## src/rtl/mem_bus_bridge.sv

```systemverilog
// Bridges the pipeline MEM stage to a simple req/ack word bus.
// Stalls the pipeline for each access, with a misalignment trap and a bus-timeout abort.
module mem_bus_bridge #(
    parameter int          TIMEOUT  = 16,
    parameter logic [31:0] ERR_DATA = 32'hDEAD_BEEF
) (
    input  logic        clk,
    input  logic        rst_n,
    input  logic        mem_valid,
    input  logic        mem_en,
    input  logic        mem_ren,
    input  logic        mem_wen,
    input  logic [31:0] mem_addr,
    input  logic [31:0] mem_dout,
    output logic [31:0] mem_din,
    output logic        mem_stall,
    output logic        mem_err,
    output logic        err_sticky,
    output logic        bus_req,
    output logic        bus_we,
    output logic [31:0] bus_addr,
    output logic [31:0] bus_wdata,
    input  logic [31:0] bus_rdata,
    input  logic        bus_ack
);

    localparam int CNT_W = $clog2(TIMEOUT + 1);

    typedef enum logic [1:0] {
        IDLE,
        REQ,
        DONE
    } state_t;

    state_t            state, state_nxt;
    logic [CNT_W-1:0]  wait_cnt, wait_cnt_nxt;
    logic              bus_we_nxt;
    logic [31:0]       bus_addr_nxt, bus_wdata_nxt, mem_din_nxt;
    logic              mem_err_nxt, err_sticky_nxt;
    logic              access, aligned, timeout_hit;

    assign access      = mem_valid & (mem_ren | mem_wen);
    assign aligned     = (mem_addr[1:0] == 2'b00);
    assign timeout_hit = (wait_cnt == CNT_W'(TIMEOUT - 1));

    assign mem_stall = ((state == IDLE) && access) || (state == REQ);
    assign bus_req   = (state == REQ);

    always_comb begin
        state_nxt      = state;
        wait_cnt_nxt   = wait_cnt;
        bus_we_nxt     = bus_we;
        bus_addr_nxt   = bus_addr;
        bus_wdata_nxt  = bus_wdata;
        mem_din_nxt    = mem_din;
        mem_err_nxt    = 1'b0;
        err_sticky_nxt = err_sticky;
        case (state)
            IDLE: begin
                if (access) begin
                    if (aligned) begin
                        state_nxt     = REQ;
                        wait_cnt_nxt  = '0;
                        bus_addr_nxt  = {mem_addr[31:2], 2'b00};
                        bus_wdata_nxt = mem_dout;
                        // ren and wen together is a store
                        bus_we_nxt    = mem_wen;
                    end else begin
                        state_nxt      = DONE;
                        mem_err_nxt    = 1'b1;
                        err_sticky_nxt = 1'b1;
                        if (!mem_wen) mem_din_nxt = ERR_DATA;
                    end
                end
            end
            REQ: begin
                // The registered bus_we decides read/write; mem_* inputs are ignored here
                if (bus_ack) begin
                    state_nxt = DONE;
                    if (!bus_we) mem_din_nxt = bus_rdata;
                end else if (timeout_hit) begin
                    state_nxt      = DONE;
                    mem_err_nxt    = 1'b1;
                    err_sticky_nxt = 1'b1;
                    if (!bus_we) mem_din_nxt = ERR_DATA;
                end else begin
                    wait_cnt_nxt = wait_cnt + 1'b1;
                end
            end
            DONE: begin
                if (mem_en) state_nxt = IDLE;
            end
            default: state_nxt = IDLE;
        endcase
    end

    always_ff @(posedge clk or negedge rst_n) begin
        if (!rst_n) begin
            state      <= IDLE;
            wait_cnt   <= '0;
            bus_we     <= 1'b0;
            bus_addr   <= '0;
            bus_wdata  <= '0;
            mem_din    <= '0;
            mem_err    <= 1'b0;
            err_sticky <= 1'b0;
        end else begin
            state      <= state_nxt;
            wait_cnt   <= wait_cnt_nxt;
            bus_we     <= bus_we_nxt;
            bus_addr   <= bus_addr_nxt;
            bus_wdata  <= bus_wdata_nxt;
            mem_din    <= mem_din_nxt;
            mem_err    <= mem_err_nxt;
            err_sticky <= err_sticky_nxt;
        end
    end

endmodule
```

## config.mk

```make
export PLATFORM = sky130hd
export DESIGN_NAME = mem_bus_bridge
export DESIGN_NICKNAME = d
export VERILOG_FILES = /design/src/rtl/mem_bus_bridge.sv
export SDC_FILE = /design/constraint.sdc
export NUM_CORES = 1
export LEC_CHECK = 0
export BUFFER_PORTS_ARGS = -buffer_cell sky130_fd_sc_hd__buf_2
export CAP_MARGIN = 10
export CORE_MARGIN = 4
export CORE_UTILIZATION = 44
export CTS_BUF_LIST = sky130_fd_sc_hd__clkbuf_8
export DETAILED_ROUTE_END_ITERATION = 8
export PLACE_DENSITY = 0.79
export SYNTH_ARGS = -nofsm -noshare
export SYNTH_HDL_FRONTEND = slang
export SYNTH_SLANG_ARGS = --single-unit
```

## constraint.sdc

```tcl
create_clock -name clk -period 2.4 [get_ports clk]
set_input_delay 0.12 -clock clk [delete_from_list [all_inputs] [get_ports clk]]
set_output_delay 0.12 -clock clk [all_outputs]
set_load 0.02 [all_outputs]
```

After elaboration in Yosys (flattened, before gate mapping)
Cells that the tools add are included.
{"block": "totals", "inputBits": 103, "register_bits": 104, "word_cells": 64}
{"block": "classes", "muxes": 29, "reduce_logical": 10, "addsub": 1, "eq_ne": 14, "n_bitwise": 2}
{"cell": "two-way mux 32 bit", "count": 7}
{"cell": "one-hot mux 32 bit (2 select lines)", "count": 1}
{"cell": "two-way mux 5 bit", "count": 4}
{"cell": "inequality test 2 bit (second input constant)", "count": 7}
{"cell": "two-way mux 2 bit", "count": 5}
{"cell": "one-hot mux 5 bit (2 select lines)", "count": 1}
{"cell": "AND reduction 5 bit", "count": 2}
{"cell": "two-way mux 1 bit", "count": 8}
{"cell": "AND reduction 7 bit", "count": 1}
{"cell": "inequality test 3 bit (second input constant)", "count": 2}
{"cell": "one-hot mux 2 bit (3 select lines)", "count": 1}
{"cell": "AND reduction 3 bit", "count": 2}
{"cell": "adder 5 x 1 -> 5 bit (second input constant)", "count": 1}
{"cell": "== test 5 x 4 -> 1 bit (second input constant)", "count": 1}
{"cell": "zero test 2 bit", "count": 2}
{"cell": "one-hot mux 1 bit (2 select lines)", "count": 2}
{"cell": "inequality test 3 x 1 -> 1 bit (second input constant)", "count": 1}
{"cell": "== test 2 x 1 -> 1 bit (second input constant)", "count": 1}
{"cell": "== test 2 bit (second input constant)", "count": 1}
{"cell": "inequality test 2 x 1 -> 1 bit (second input constant)", "count": 1}
{"cell": "nonzero test 2 bit", "count": 1}
{"cell": "bitwise AND 1 bit", "count": 1}
{"cell": "logical AND 1 bit", "count": 1}
{"cell": "logical OR 1 bit", "count": 1}
{"cell": "bitwise OR 1 bit", "count": 1}

Depth between registers and ports, before layout
Gate-level depths: netlist of the first run.
{"block": "depth", "depth_word": 4, "ltp_mapped": 7}

Least setup slack after synthesis of the first run
OpenSTA, ideal clock, no wires.
{"block": "synth_path", "kind": "reg2reg", "start": "reg wait_cnt[0]", "end": "reg wait_cnt[4]", "required_ns": 2.275, "arrival_ns": 2.151, "setup_time_ns": 0.125, "path_buffers": 0, "period_less_slack_ns": 2.275, "slack_ns": 0.125, "stages_incl_launch_ff": 7, "cell_sequence": "dfrtp_1 ha_1 and3_1 ha_1 or4b_2 o31ai_2 mux2_2"}
{"block": "synth_between", "elab_chain_cells": 4}
{"element": "from (decl)", "line": "36", "rtl": "logic [CNT_W-1:0] wait_cnt, wait_cnt_nxt;"}
{"element": "from (signal assigned)", "line": "109", "rtl": "wait_cnt <= wait_cnt_nxt;"}
{"element": "adder 5 x 1 -> 5 bit", "line": "87", "rtl": "wait_cnt_nxt = wait_cnt + 1'b1;"}
{"element": "two-way mux 5 bit", "line": "81", "rtl": "end else if (timeout_hit) begin"}
{"element": "two-way mux 5 bit", "line": "78", "rtl": "if (bus_ack) begin"}
{"element": "one-hot mux 5 bit (2 select lines)", "line": "58", "rtl": "case (state)"}
Several ways; a longest one is shown, not always the timed one. The select of a mux whose other input is x is not followed.
A chain may end at the register's enable or synchronous reset.

Final worst setup path of the first run
{"block": "layout_path", "start": "reg wait_cnt[1]", "end": "reg wait_cnt[4]"}
The elaborated chain is that of the path after synthesis.

==> results of run 1 <==
## worst register-to-register path: stages (launching register included)
cell	delay (ns)
dfrtp_1	0.43
ha_1	0.23
and3_1	0.19
ha_1	0.22
or4b_4	0.56
o31ai_4	0.11
mux2_2	0.38
## placed cells by master (no fill, tap or decap), drive strengths merged, types with 2 or more instances in the layout
cell	synthesis	final
a211oi	32	32
o21ai	3	3
clkbuf	16	11
dfrtp	104	104
nor2	4	4
o21a	2	2
a221oi	24	24
inv	59	60
or3	2	2
buf	11	211
nand2	4	4
mux2	64	64
a221o	8	8
conb	1	2
ha	2	2
diode	0	2
mux2i	2	2
nand2b	2	2
clkinv	0	3
dlygate4sd3	0	92
## kinds of logic (layout without fill, tap and decap cells)
kind of cell             after synthesis  count (layout)  synth area share
flip-flops                           104             104            0.5818
buffers and inverters                 86             378           0.07636
AO/OA/AOI/OAI                         77              77            0.1404
multiplexers                          66              66            0.1656
AND/OR/NAND/NOR                       21              21           0.02937
adder cells (fa/ha/maj)                2               2          0.005594
other                                  1               4         0.0008384
## registers in the layout, summed over array words and instances (netlist names)
| signal | count |
|---|---|
| bus_wdata | 32 |
| mem_din | 32 |
| bus_addr | 30 |
| wait_cnt | 5 |
| state | 2 |
| bus_we | 1 |
| err_sticky | 1 |
| mem_err | 1 |
## layer usage
| metal | vias to the layer above | global-route usage | part of all wire |
|---|---|---|---|
| met4 | 0 | 0.1217 | 0.035 |
| met3 | 45 | 0.06217 | 0.089 |
| met1 | 1964 | 0.2812 | 0.37 |
| li1 | 1845 | - | - |
| met5 | - | 0 | 0 |
| met2 | 189 | 0.4303 | 0.51 |
## metrics by stage
stage | util | area, sq um | hold slack, ns | instances
2_1_floorplan | - | 4477 | -0.1756 | 358
3_3_place_gp | 0.5735 | 5632 | 0.1193 | 674
3_5_place_dp | 0.5735 | 5632 | 0.1268 | 674
4_1_cts | 0.6901 | 6777 | 0.0009530 | 782
5_1_grt | 0.6938 | 6813 | 0.01017 | 785
6_report | 0.6938 | 6813 | 0.01617 | 785
## how the worst max path moves through the flow
stage               slack (ns)          end
detailed placement        0.01  wait_cnt[4]
CTS                       0.01  wait_cnt[4]
global placement          0.09  wait_cnt[4]
floorplan                 0.12  wait_cnt[4]
global route              0.09  wait_cnt[4]
finish                    0.17  wait_cnt[4]
## power groups by stage
stage,logic [mW],clock network [mW],registers [mW]
floorplan,0.742,0,3.51
global placement,2.43,0,2.74
detailed placement,2.51,0,2.78
CTS,2.63,1.18,2.75
global route,2.87,1.25,2.88
finish,2.67,1.17,2.80
## repair_timing
item / in CTS / in global routing
hold buffers: 92 / 0
hold endpoints to repair: 128 / 0
setup endpoints to repair: 1 / 1
resized for setup: 1 / 1
## final cells by class
class | count | area [sq um] | share of cell area
inverter | 59 | 221.5 | 0.03251
antenna | 2 | 5.005 | 0.0007346
clock inverter | 5 | 63.81 | 0.009366
sequential | 104 | 2603 | 0.3820
multi-input combinational | 168 | 1553 | 0.2279
clock buffer | 11 | 151.4 | 0.02222
tap | 133 | 166.4 | 0.02443
timing repair buffer | 303 | 2049 | 0.3008
==> summary.txt, run 1 <==
Detailed routing
  – DR WL/cell: 18.55 um
  – First drt pass iteration count: 4
  – Iter 0 DRT Violations: around 240
  – Antenna viol nets, final: 0
  – Number of remaining DRC errors: 0
  – Via count: slightly above 4000
  – Final wirelength: 14560 um
  – Vias per std cell: between 5 and 6

Synthesis
  – Count leader, synth: dfrtp_1
  – Synth Instances: about 360
  – Synth Area per Inst: 12.53 sq um
  – Top post-synthesis cells by count: dfrtp_1 (104), inv_1 (59), mux2_1 (59)
  – Area leader, netlist: dfrtp_1
  – Flops & latches, synth: 104
  – Synth cell types: 36
  – Register area share after synthesis: 0.5818
  – Ys Warns: 0
  – Ys async rst share: 1.000
  – Synth top area cells: dfrtp_1 (58%), mux2_1 (15%), a211oi_1 (5.4%)
  – Synth top area share: 0.5818
  – Synth Flop Type: dfrtp_1
  – Post-synth EDFFs: 0
  – Mapped Area: approximately 4500 sq um

Critical path
  – R2R setup slack: about 0.17 ns
  – Slowest stage delay, CP: between 0.5 and 0.6 ns
  – CP max FO: 5
  – CP dominant cell by count: ha_1
  – Worst r2r dst: wait_cnt[4]
  – Critical R2R Launch: wait_cnt[1]
  – Critical path capture point type: flop
  – Crit. path cell count: 6
  – Crit path required time: about 2.7 ns
  – CP Class: reg2reg
  – Crit path cell chain: ha_1, and3_1, ha_1, or4b_4, o31ai_4, mux2_2
  – Critical path arrival: roughly 2.5 ns
  – Slowest library cell on the worst path: or4b_4
  – Top Family by Delay on Critical Path: simple AND/OR/NAND/NOR gates
  – Worst path bufs/invs: 0
  – Crit path launch: wait_cnt[1]
  – R2R cell count: 6
  – Startpoint types: flop

Timing
  – PnR worst setup slack: approximately 0.17 ns
  – Worst Max-Slew Pin Slew: 0.6169 ns
  – Max-slew violations: 0
  – Max-slew headroom: 0.5829
  – RSZ-0062 raised after global routing: false
  – Setup Skew: 0.01613 ns
  – Fin crit share: 0.9305
  – Final setup viols: 0
  – Hold Vio Cnt, Final: 0
  – Setup tns final: 0 ns
  – Crit path time final: 2.233 ns
  – Fmax: approximately 450 MHz

Global routing
  – Initial antenna violation count: 2
  – Vias in the first global route: about 4300
  – Largest net degree at the start of global routing: 68
  – GRT overflow: 0
  – Total GRT Usage: 0.2466
  – First-pass GRT wire length: ~22000 um

Floorplan
  – Initial Utilization: 0.4555
  – Die area: 11840 sq um
  – DIE HEIGHT: between 100 and 150 um
  – Top Ports: 204
  – Core footprint: 9819 sq um
  – Die Width: between 100 and 150 um
  – Rows: 36

Clock tree
  – Skew-Pair Late Insertion Delay: approximately 0.38 ns
  – TritonCTS clock tree: done
  – Clk pin slew, worst setup/hold paths: 0.10 ns
  – Clock sinks: between 100 and 150
  – Root Buffer Master: clkbuf_8
  – Clock buffer depth: 2
  – Num CTS Buffers: 9
  – Postcts setup bufs: 0
  – H-tree Lvls: 3

Power and ir drop
  – Net Sw Frac: 0.4011
  – Clock share of power: 0.176
  – Sequential share of power: 0.422
  – Internal: between 3 and 4 mW
  – Overall Power: 6.638 mW
  – VDD IR-drop max: roughly 510 uV
  – Switching power: between 2 and 3 mW
  – Power share of the combinational group: 0.402
  – LEAKAGE: 3.405 nW
  – P per Cell Area: between 900 and 1000 nW/um^2

Final layout
  – # fillers: 647
  – Layout cells sized above 1: 0.3646
  – P&R area growth vs syn: 52.31%
  – # nets final: 750

Placed design
  – Post-DP HPWL: about 8600 um
  – # port buffers: 201
  – GPL Wtd Cong: 0.7407
  – Dpl ws: a little over 0.01 ns

Worst hold path
  – Hold WC Path Type: in2reg
  – Hold Crit Depth: 2
  – Hold Path Sink: mem_din[17]
  – Hold Path Origin: bus_rdata[17]

Outcome
  – Status: finished, final reports clean

Job
  – Max_cap viols: 0
Power figures use the tool's default switching activity.
==> inputs of run 2 (changes only) <==
--- a/config.mk
+++ b/config.mk
@@ -8,10 +8,10 @@
 export BUFFER_PORTS_ARGS = -buffer_cell sky130_fd_sc_hd__buf_2
 export CAP_MARGIN = 10
 export CORE_MARGIN = 4
-export CORE_UTILIZATION = 44
+export CORE_UTILIZATION = 49
 export CTS_BUF_LIST = sky130_fd_sc_hd__clkbuf_8
 export DETAILED_ROUTE_END_ITERATION = 8
-export PLACE_DENSITY = 0.79
+export PLACE_DENSITY = 0.83
 export SYNTH_ARGS = -nofsm -noshare
 export SYNTH_HDL_FRONTEND = slang
 export SYNTH_SLANG_ARGS = --single-unit
==> constraint.sdc (replaced) <==
create_clock -name clk -period 2.3 [get_ports clk]
set_input_delay 0.115 -clock clk [delete_from_list [all_inputs] [get_ports clk]]
set_output_delay 0.115 -clock clk [all_outputs]
set_load 0.02 [all_outputs]
==> summary.txt, run 2 (same netlist as run 1, synthesis figures left out) <==
Critical path
  – Critical path capture point type: flop
  – CP Class: reg2reg
  – Crit path cell chain: ha_1, and3_1, ha_1, or4b_4, o31ai_2, mux2_2
  – Startpoint types: flop
  – CP dominant cell by count: ha_1
  – Worst path bufs/invs: 0 (unchanged)
  – Crit path launch: wait_cnt[1]
  – Critical path arrival: 2.39 ns (-0.10 ns)
  – Top Family by Delay on Critical Path: simple AND/OR/NAND/NOR gates
  – Critical R2R Launch: wait_cnt[1]
  – Slowest library cell on the worst path: or4b_4
  – CP max FO: 4 (-1)
  – Crit path required time: 2.54 ns (-0.11 ns)
  – Slowest stage delay, CP: 0.54 ns (-0.02 ns)

Detailed routing
  – DR WL/cell: 18.31 um (-1.3%)
  – Via count: 4025 (-0.45%)
  – First drt pass iteration count: 4 (unchanged)
  – Final wirelength: 13990 um (-3.9%)
  – Vias per std cell: 5.268 (+2.3%)
  – Number of remaining DRC errors: 0 (unchanged)
  – Iter 0 DRT Violations: 189 (-22%)
  – Antenna viol nets, final: 0 (unchanged)

Timing
  – Fin crit share: 0.9337 (+0.003156)
  – Max-slew headroom: 0.2077 (-0.3752)
  – Crit path time final: 2.147 ns (-0.08580 ns)
  – Setup Skew: 0.01384 ns (-0.002287 ns)
  – Hold Vio Cnt, Final: 0 (unchanged)
  – RSZ-0062 raised after global routing: false
  – Final setup viols: 0 (unchanged)
  – Fmax: 465.7 MHz (+4.0%)
  – Setup tns final: 0 ns (unchanged)
  – Worst Max-Slew Pin Slew: 1.188 ns (+0.5706 ns)
  – Max-slew violations: 0 (unchanged)

Global routing
  – GRT overflow: 0 (unchanged)
  – Largest net degree at the start of global routing: 57 (-16%)
  – Vias in the first global route: 4489 (+4.4%)
  – Total GRT Usage: 0.2642 (+0.01758)
  – Initial antenna violation count: 0 (-2)
  – First-pass GRT wire length: 23060 um (+3.1%)

Final layout
  – P&R area growth vs syn: 51.58%
  – Commonest non-fill, non-tap cell in the layout: buf_2
  – Final core occ: 0.7700 (+0.07616)
  – Layout cells sized above 1: 0.3750 (+0.01038)
  – # nets final: 756 (+0.80%)
  – Commonest non-fill, non-tap cells in the layout: buf_2 (200), dfrtp_1 (104), dlygate4sd3_1 (89), inv_1 (59), mux2_1 (59)
  – Number of diodes: 0 (-2)
  – Top flop regs: bus_wdata x32, mem_din x32, bus_addr x30
  – Final instance area: 6780 sq um (-0.48%)
  – # fillers: 538 (-17%)

Placed design
  – # port buffers: 201 (unchanged)
  – Post-DP HPWL: 8633 um (+0.73%)
  – GPL Wtd Cong: 0.7464 (+0.77%)
  – Placed instance area: 5700 sq um (+1.2%)

Clock tree
  – Postcts setup bufs: 0 (unchanged)
  – H-tree Lvls: 3 (unchanged)
  – Clock sinks: 104 (unchanged)
  – Root Buffer Master: clkbuf_8
  – TritonCTS clock tree: done
  – Num CTS Buffers: 9 (unchanged)
  – Skew-Pair Late Insertion Delay: 0.36 ns (-0.02 ns)
  – Clock buffer depth: 2 (unchanged)
  – Clk pin slew, worst setup/hold paths: 0.09 ns (about the same)

Floorplan
  – DIE HEIGHT: 103.5 um (-4.9%)
  – Core footprint: 8806 sq um (-10%)
  – Die area: 10720 sq um (-9.5%)
  – Die Width: 103.5 um (-4.9%)
  – Top Ports: 204 (unchanged)
  – Initial Utilization: 0.5080 (+0.05243)
  – Rows: 34 (-5.6%)

Power and ir drop
  – P per Cell Area: 997.3 nW/um^2 (+2.4%)
  – Internal: 4.002 mW (+0.66%)
  – Power share of the combinational group: 0.409 (+0.007)
  – Sequential share of power: 0.432 (+0.010)
  – Switching power: 2.760 mW (+3.7%)
  – VDD IR-drop max: 538.9 uV (+6.5%)
  – LEAKAGE: 3.421 nW (+0.47%)
  – Clock share of power: 0.159 (-0.017)
  – Net Sw Frac: 0.4082 (+0.007108)

Worst hold path
  – Hold WC Path Type: in2reg
  – Hold Path Origin: bus_rdata[12]

Job
  – Max_cap viols: 0 (unchanged)

Outcome
  – Status: finished, final reports clean
## run 2: cell types whose count changed in the layout (fill, tap and decap cells not counted), sizes merged
| cell | delta |
|---|---|
| buf | +9 |
| dlygate4sd3 | -3 |
| clkbuf | -2 |
| diode | -2 |
| inv | +2 |
| bufinv | -1 |
| clkinvlp | +1 |
## run 2: repair_timing
item / 4_1_cts / 5_1_grt
hold buffers: 89 / 0
setup endpoints to repair: 1 / 0
resized for setup: 1 / 0
endpoints found under the hold margin: 136 / 0
## run 2: worst reg2reg max path: stages (launching register included)
cell and delay [ns]:
dfrtp_1 0.42, ha_1 0.23, and3_1 0.20, ha_1 0.20
or4b_4 0.54, o31ai_2 0.09, mux2_2 0.36
## run 2: path summary, 6_finish.rpt
path	endpoint	slack [ns]	depth (start not counted)
min in group asynchronous	bus_wdata[23]	0.33	2
setup reg to reg	wait_cnt[4]	0.15	6
max in group asynchronous	bus_addr[19]	1.25	3
setup / recovery	wait_cnt[4]	0.15	6
hold reg to reg	bus_addr[22]	0.49	1
hold / removal	mem_din[12]	0.01	3
## run 2: final cells by class
class                           instances  area [sq um]  share of cell area
Multi-Input combinational cell        168          1544              0.2277
Tap cell                              108         135.1             0.01993
Inverter                               59         221.5             0.03266
Timing Repair Buffer                  309          2092              0.3085
Clock buffer                            9         123.9             0.01827
Clock inverter                          7         61.31            0.009042
Sequential cell                       104          2603              0.3838
## run 2: per-stage QoR
stage / worst slack, ns / hold slack [ns] / cells / total power [mW]
global placement: 0.08040 / 0.1717 / 659 / 5.393
detailed placement: 0.02258 / 0.1853 / 659 / 5.538
global route: 0.02272 / 0.008588 / 764 / 7.124
CTS: 0.1560 / 0.001521 / 764 / 6.732
floorplan: 0.02480 / -0.1806 / 358 / 4.439
finish: 0.1525 / 0.01317 / 764 / 6.762
## run 2: layer usage
layer	part of all wire	routed length, um	track usage	vias up
met5	0	0	0	-
met4	0.016	229	0.07597	0
met3	0.066	919	0.05846	23
met2	0.53	7390	0.4822	169
met1	0.39	5452	0.3130	1979
li1	-	-	-	1854
## run 2: power by group through the flow
stage / combinational, mW / sequential [mW] / clock (mW)
floorplan: 0.774 / 3.66 / 0
global placement: 2.53 / 2.86 / 0
detailed placement: 2.62 / 2.91 / 0
CTS: 2.74 / 2.89 / 1.11
global route: 2.95 / 3.00 / 1.17
finish: 2.77 / 2.92 / 1.07
